**config.mk**
```make
export PLATFORM = sky130hd
export DESIGN_NAME = axi_write_response_channel_flat
export DESIGN_NICKNAME = d
export VERILOG_FILES = /design/src/rtl/axi_write_response_channel_if.sv /design/src/rtl/axi_write_response_channel.sv /design/src/flat_wrapper.sv
export SDC_FILE = /design/constraint.sdc
export NUM_CORES = 1
export LEC_CHECK = 0
export BUFFER_PORTS_ARGS = -buffer_cell sky130_fd_sc_hd__buf_2
export CAP_MARGIN = 40
export CORE_AREA = 10 10 47 49
export DETAILED_ROUTE_END_ITERATION = 16
export DIE_AREA = 0 0 57 59
export GPL_TIMING_DRIVEN = 0
export PLACE_DENSITY_LB_ADDON = 0.1
export SLEW_MARGIN = 20
export SYNTH_ARGS = -nofsm -noshare
export SYNTH_HDL_FRONTEND = slang
export SYNTH_SLANG_ARGS = --single-unit
```
**constraint.sdc**
```tcl
create_clock -name clk -period 1.25 [get_ports clk]
set_clock_uncertainty 0.1 [all_clocks]
set_input_delay 0.125 -clock clk [delete_from_list [all_inputs] [get_ports clk]]
set_output_delay 0.125 -clock clk [all_outputs]
set_load 0.005 [all_outputs]
```
**src/rtl/axi_write_response_channel_if.sv**
```systemverilog
`default_nettype none
// ============================================================================
// Module      : axi_write_response_channel_if
// Description : AXI write-response (B) channel bundle. The master modport is
//               the side that accepts responses (drives BREADY); the slave
//               modport is the responder (drives BID/BRESP/BVALID).
// Revision    : 1.0 - initial release
// ============================================================================
interface axi_write_response_channel_if #(
    parameter int ID_WIDTH = 4
);
    logic [ID_WIDTH-1:0] BID;
    logic [1:0]          BRESP;
    logic                BVALID;
    logic                BREADY;

    modport master (
        input  BID,
        input  BRESP,
        input  BVALID,
        output BREADY
    );

    modport slave (
        output BID,
        output BRESP,
        output BVALID,
        input  BREADY
    );
endinterface
`default_nettype wire

```
**src/rtl/axi_write_response_channel.sv**
```systemverilog
`default_nettype none
// ============================================================================
// Module      : axi_write_response_channel
// Description : Waits for the AXI write response matching a requested ID,
//               captures BRESP, flags ID mismatches and reports completion.
//               Optional watchdog enabled by defining AXI_WRESP_TIMEOUT_EN.
// Revision    : 1.0 - initial release
// ============================================================================
module axi_write_response_channel #(
    parameter int ID_WIDTH       = 4,
    parameter int TIMEOUT_CYCLES = 1024
) (
    input  wire logic                clk,
    input  wire logic                resetn,
    input  wire logic                go,
    input  wire logic [ID_WIDTH-1:0] transaction_ID,
    axi_write_response_channel_if.master b_if,
    output logic                     done,
    output logic                     resp_ok,
    output logic [1:0]               resp_code,
    output logic                     id_mismatch,
    output logic                     timeout,
    output logic [2:0]               current_state_out
);

    typedef enum logic [2:0] {
        S_RESET    = 3'b000,
        S_IDLE     = 3'b001,
        S_WAITING  = 3'b010,
        S_COMPLETE = 3'b011
    } state_t;

    state_t              state_q, state_d;
    logic [ID_WIDTH-1:0] exp_id_q, exp_id_d;
    logic                resp_ok_q, resp_ok_d;
    logic [1:0]          resp_code_q, resp_code_d;
    logic                id_mismatch_q, id_mismatch_d;

    logic w_handshake;
    logic w_id_mismatch;

    // TIMEOUT_CYCLES outside 1..65535 cannot be represented by the watchdog.
    if (TIMEOUT_CYCLES < 1 || TIMEOUT_CYCLES > 65535) begin : g_timeout_range_bad
    end

`ifdef AXI_WRESP_TIMEOUT_EN
    localparam logic [15:0] C_TIMEOUT_LAST = 16'(TIMEOUT_CYCLES - 1);
    logic [15:0] cnt_q, cnt_d;
    logic        timeout_q, timeout_d;
`endif

    assign w_handshake   = b_if.BVALID && (state_q == S_WAITING);
    assign w_id_mismatch = (b_if.BID != exp_id_q);

    // Next-state and result-capture decode
    always_comb begin
        state_d       = S_RESET;
        exp_id_d      = exp_id_q;
        resp_ok_d     = resp_ok_q;
        resp_code_d   = resp_code_q;
        id_mismatch_d = id_mismatch_q;
`ifdef AXI_WRESP_TIMEOUT_EN
        cnt_d         = cnt_q;
        timeout_d     = timeout_q;
`endif
        case (state_q)
            S_RESET: state_d = S_IDLE;
            S_IDLE: begin
                state_d = S_IDLE;
                if (go) begin
                    exp_id_d      = transaction_ID;
                    resp_ok_d     = 1'b0;
                    resp_code_d   = 2'b00;
                    id_mismatch_d = 1'b0;
`ifdef AXI_WRESP_TIMEOUT_EN
                    cnt_d         = 16'd0;
                    timeout_d     = 1'b0;
`endif
                    state_d       = S_WAITING;
                end
            end
            S_WAITING: begin
                state_d = S_WAITING;
                if (w_handshake) begin
                    // A handshake always wins over a same-edge watchdog expiry
                    resp_code_d   = b_if.BRESP;
                    id_mismatch_d = w_id_mismatch;
                    resp_ok_d     = !b_if.BRESP[1] && !w_id_mismatch;
                    state_d       = S_COMPLETE;
                end
`ifdef AXI_WRESP_TIMEOUT_EN
                else if (cnt_q == C_TIMEOUT_LAST) begin
                    timeout_d     = 1'b1;
                    resp_ok_d     = 1'b0;
                    resp_code_d   = 2'b00;
                    id_mismatch_d = 1'b0;
                    state_d       = S_COMPLETE;
                end else begin
                    cnt_d = cnt_q + 16'd1;
                end
`endif
            end
            S_COMPLETE: state_d = go ? S_COMPLETE : S_IDLE;
            default:    state_d = S_RESET;
        endcase
    end

    // State and result registers with asynchronous active-low reset
    always_ff @(posedge clk or negedge resetn) begin
        if (!resetn) begin
            state_q       <= S_RESET;
            exp_id_q      <= '0;
            resp_ok_q     <= 1'b0;
            resp_code_q   <= 2'b00;
            id_mismatch_q <= 1'b0;
`ifdef AXI_WRESP_TIMEOUT_EN
            cnt_q         <= 16'd0;
            timeout_q     <= 1'b0;
`endif
        end else begin
            state_q       <= state_d;
            exp_id_q      <= exp_id_d;
            resp_ok_q     <= resp_ok_d;
            resp_code_q   <= resp_code_d;
            id_mismatch_q <= id_mismatch_d;
`ifdef AXI_WRESP_TIMEOUT_EN
            cnt_q         <= cnt_d;
            timeout_q     <= timeout_d;
`endif
        end
    end

    // Debug encoding: legal states pass through, anything else reads 111
    always_comb begin
        current_state_out = 3'b111;
        case (state_q)
            S_RESET, S_IDLE, S_WAITING, S_COMPLETE: current_state_out = state_q;
            default: current_state_out = 3'b111;
        endcase
    end

    assign b_if.BREADY = (state_q == S_WAITING);
    assign done        = (state_q == S_COMPLETE);
    assign resp_ok     = resp_ok_q;
    assign resp_code   = resp_code_q;
    assign id_mismatch = id_mismatch_q;
`ifdef AXI_WRESP_TIMEOUT_EN
    assign timeout     = timeout_q;
`else
    assign timeout     = 1'b0;
`endif

endmodule
`default_nettype wire

```
**src/flat_wrapper.sv**
```systemverilog
// flat-port wrapper written by rule: the top's interface ports become plain ports
module axi_write_response_channel_flat 
#(
    parameter int ID_WIDTH       = 4,
    parameter int TIMEOUT_CYCLES = 1024
)
  (clk, resetn, go, transaction_ID, done, resp_ok, resp_code, id_mismatch, timeout, current_state_out, b_if_BID, b_if_BRESP, b_if_BVALID, b_if_BREADY);
  axi_write_response_channel_if #(.ID_WIDTH(ID_WIDTH)) b_if_i ();
  input  wire logic clk;
  input  wire logic resetn;
  input  wire logic go;
  input  wire logic [ID_WIDTH-1:0] transaction_ID;
  output logic done;
  output logic resp_ok;
  output logic [1:0] resp_code;
  output logic id_mismatch;
  output logic timeout;
  output logic [2:0] current_state_out;
  input wire logic [$bits(b_if_i.BID)-1:0] b_if_BID;
  input wire logic [$bits(b_if_i.BRESP)-1:0] b_if_BRESP;
  input wire logic [$bits(b_if_i.BVALID)-1:0] b_if_BVALID;
  output wire logic [$bits(b_if_i.BREADY)-1:0] b_if_BREADY;
  assign b_if_i.BID = b_if_BID;
  assign b_if_i.BRESP = b_if_BRESP;
  assign b_if_i.BVALID = b_if_BVALID;
  assign b_if_BREADY = b_if_i.BREADY;
  axi_write_response_channel #(.ID_WIDTH(ID_WIDTH), .TIMEOUT_CYCLES(TIMEOUT_CYCLES)) u_core (.clk(clk), .resetn(resetn), .go(go), .transaction_ID(transaction_ID), .b_if(b_if_i), .done(done), .resp_ok(resp_ok), .resp_code(resp_code), .id_mismatch(id_mismatch), .timeout(timeout), .current_state_out(current_state_out));
endmodule
```
==> summary.md <==
| Metric | Value |
|---|---|
| Status | `complete, but fails checks` |
| Failing checks | `setup timing` |
| Post-DR vias/cell | `4.34` |
| Syn Area/Cell | `12.2 sq um` |
| Die area | `3360 sq um` |
| Sw Ratio | `28.1%` |
| Part of the power in registers | `41.0%` |
| Tightest Hold Check Type | `primary input to flop` |
| Final WS setup | `-0.00148 ns` |
| Fmax | `799 MHz` |
| Synth Register Bits | `10` |
| Initial Util | `34.0%` |
| Crit share post-route | `100%` |
| Synthesized area | `477 sq um` |
| Met2 routed WL | `550 um` |
| Chip width | `57 um` |
| Synth unique cells | `18` |
| Initial antenna violation count | `0` |
| M1 WL | `502 um` |
| Ys Warns | `0` |
| RSZ-0062 raised after global routing | `yes` |
| Met3 wire length | `82 um` |
| Port bufs | `21` |
| Switching pwr | `0.346 mW` |
| Power Internal | `0.884 mW` |
| PD cells | `1580 nW/um^2` |
| Remaining antenna violation count | `0` |
| Power Total | `1.23 mW` |
| Critical Path Start Type | `flop` |
| CTS buffer count | `3` |
| TritonCTS clock tree | `done` |
| Final setup fails | `3` |
| Maximum buffer depth of the clock tree | `2` |
| Min Tclk post-route | `1.25 ns` |
| Dpl hpwl | `853 um` |
| Layout cells sized above 1 | `58.7%` |
| Util after Layout | `55.6%` |
| Sequential area share after synthesis | `52.5%` |
| Worst skew pair latency | `0.26 ns` |
| FP Rows | `14` |
| GRT Util Overall | `7.11%` |
| Signal arrival time at the worst endpoint | `1.30 ns` |
| First-pass GRT wire length | `1920 um` |
| Final Wtd Congestion | `0.636` |
| Reg2reg setup slack | `-0.001 ns` |
| Via count | `395` |
| Cells after synthesis | `39` |
| Core box area | `1400 sq um` |
| Hold Slack | `0.00833 ns` |
| Top sig layer | `met3` |
| Ant diodes | `0` |
| H-tree lvl count | `1` |
| Cell leakage power | `0.405 nW` |
| DRC | `0` |
| Critical path class | `flop to flop` |
| Clk sinks | `10` |
| Clk slew on worst S/H paths | `0.07 ns` |
| Largest net degree at the start of global routing | `11` |
| Routed WL | `1140 um` |
| Initial DRC Count | `2` |
| Max_cap viols | `0` |
| Die Height | `59 um` |
| CP Capture Type | `flop` |
| First-pass DRT Iterations | `2` |
| Final Hold Viols | `0` |
| Slew Viols, Final | `0` |
| Total gr overflow | `0` |
| IR drop worst, VDD | `786 uV` |
| Boundary pin count | `24` |
| Gate power share | `35.3%` |
| Clock power share | `23.8%` |
| Layout net count | `90` |
| Avg WL per Cell | `12.5 um` |
| Required @ worst endpoint | `1.30 ns` |
| Vias in the first global route | `449` |
| Fillers | `133` |
| Layout Area Growth over Synthesis | `63.5%` |
| Root Buffer | `clkbuf_4` |
| Worst-path fanout max | `5` |
| Fin Setup TNS | `-0.00280 ns` |
-- per-stage QoR --
| stage | cell area, sq um | std cells | setup WS (ns) |
|---|---|---|---|
| after floorplan | 489 | 40 | 0.0304 |
| after global placement | 614 | 77 | -0.0629 |
| after detailed placement | 614 | 77 | -0.0545 |
| after CTS | 763 | 90 | -0.00407 |
| after global routing | 779 | 91 | -0.0422 |
| final | 779 | 91 | -0.00148 |
-- cells in the final DEF, fill, tap and decap left out --
cell           netlist  layout
a22o_1               3       3
and2_4               2       3
buf_12               0       1
buf_2                0      19
buf_4                2       5
buf_6                0       2
clkbuf_1             2       2
clkbuf_4             0       3
clkbuf_8             0       1
conb_1               1       2
dfrtp_1             10       8
dfrtp_2              0       2
dlygate4sd3_1        0       6
inv_4                0       1
mux2_2               4       4
nand2_1              2       2
nand2b_4             0       1
nand3b_1             1       1
nand3b_4             0       1
nor2_1               1       1
nor4_2               1       1
o21a_1               1       1
o2bb2ai_1            1       1
xor2_1               4       4
-- flip-flops by register name (all words and copies together), names as in the netlist, named ones only --
| register | flops |
|---|---|
| u_core.state_q | 1 |
| u_core.id_mismatch | 1 |
| u_core.resp_ok | 1 |
| u_core.exp_id_q | 4 |
| u_core.resp_code | 2 |
-- worst max-delay path, stage by stage (launching register included) --
cell,delay [ns]
dfrtp_2,0.45
nand3b_4,0.19
buf_12,0.14
mux2_2,0.25
-- kinds of logic (layout without fill, tap and decap cells) --
logic type	after synthesis	in the layout	share of synthesized area [%]
other cells	1	2	0.787
flops	10	10	52.5
mux	4	4	9.45
xor+xnor	4	4	7.35
simple gates	10	10	15.5
buf+inv	5	40	5.51
compound gates	5	5	8.93
-- path summary, 6_finish.rpt --
check | startpoint | end | cells after the start
max in group asynchronous | resetn | async pin | 2
hold / removal | b_if_BVALID | u_core.state_q[0] | 2
hold reg to reg | u_core.id_mismatch | u_core.id_mismatch | 1
setup reg to reg | flop | u_core.exp_id_q[1] | 3
min in group asynchronous | resetn | u_core.exp_id_q[3] | 2
setup / recovery | flop | u_core.exp_id_q[1] | 3
-- power by group through the flow --
stage | logic, mW | clock network, mW | registers, mW
2_1_floorplan | 0.230 | 0 | 0.493
4_1_cts | 0.421 | 0.300 | 0.504
5_1_grt | 0.484 | 0.317 | 0.518
3_5_place_dp | 0.351 | 0 | 0.501
3_3_place_gp | 0.350 | 0 | 0.500
6_report | 0.433 | 0.292 | 0.504
-- cells in the mapped netlist, drive strengths merged --
library cell | instances | area, sq um
conb | 1 | 3.75
nand2 | 2 | 7.51
nand2b | 1 | 6.26
xor2 | 4 | 35.0
nor2 | 1 | 3.75
nor4 | 1 | 12.5
buf | 2 | 15.0
and2 | 3 | 25.0
inv | 1 | 3.75
clkbuf | 2 | 7.51
a22o | 3 | 26.3
o2bb2ai | 1 | 8.76
o21a | 1 | 7.51
mux2 | 4 | 45.0
dfrtp | 10 | 250
nand3b | 2 | 18.8
-- area by class of cell --
type                       instances  area, sq um  share of cell area [%]
timing repair buffer              31          220                    28.3
multi-input combinational         25          221                    28.4
sequential                        10          253                    32.4
inverter                           1         6.26                   0.803
buffer                             4         22.5                    2.89
clock buffer                       4         36.3                    4.65
tap                               16         20.0                    2.57
-- layer usage --
layer  GRT usage (%)  vias up
met1            8.06      183
met4            3.02        0
met5               0        -
li1                -      199
met2            11.0       13
met3            3.65        0
-- repair_timing --
action / in CTS / in global routing
endpoints found under the setup margin: 5 / 8
resized for setup: 5 / 2
hold buffers: 6 / 0
endpoints found under the hold margin: 15 / 0
pin swaps: 2 / 5
buffers inserted: 3 / 1
No activity file was read; power rests on OpenSTA's default activity.
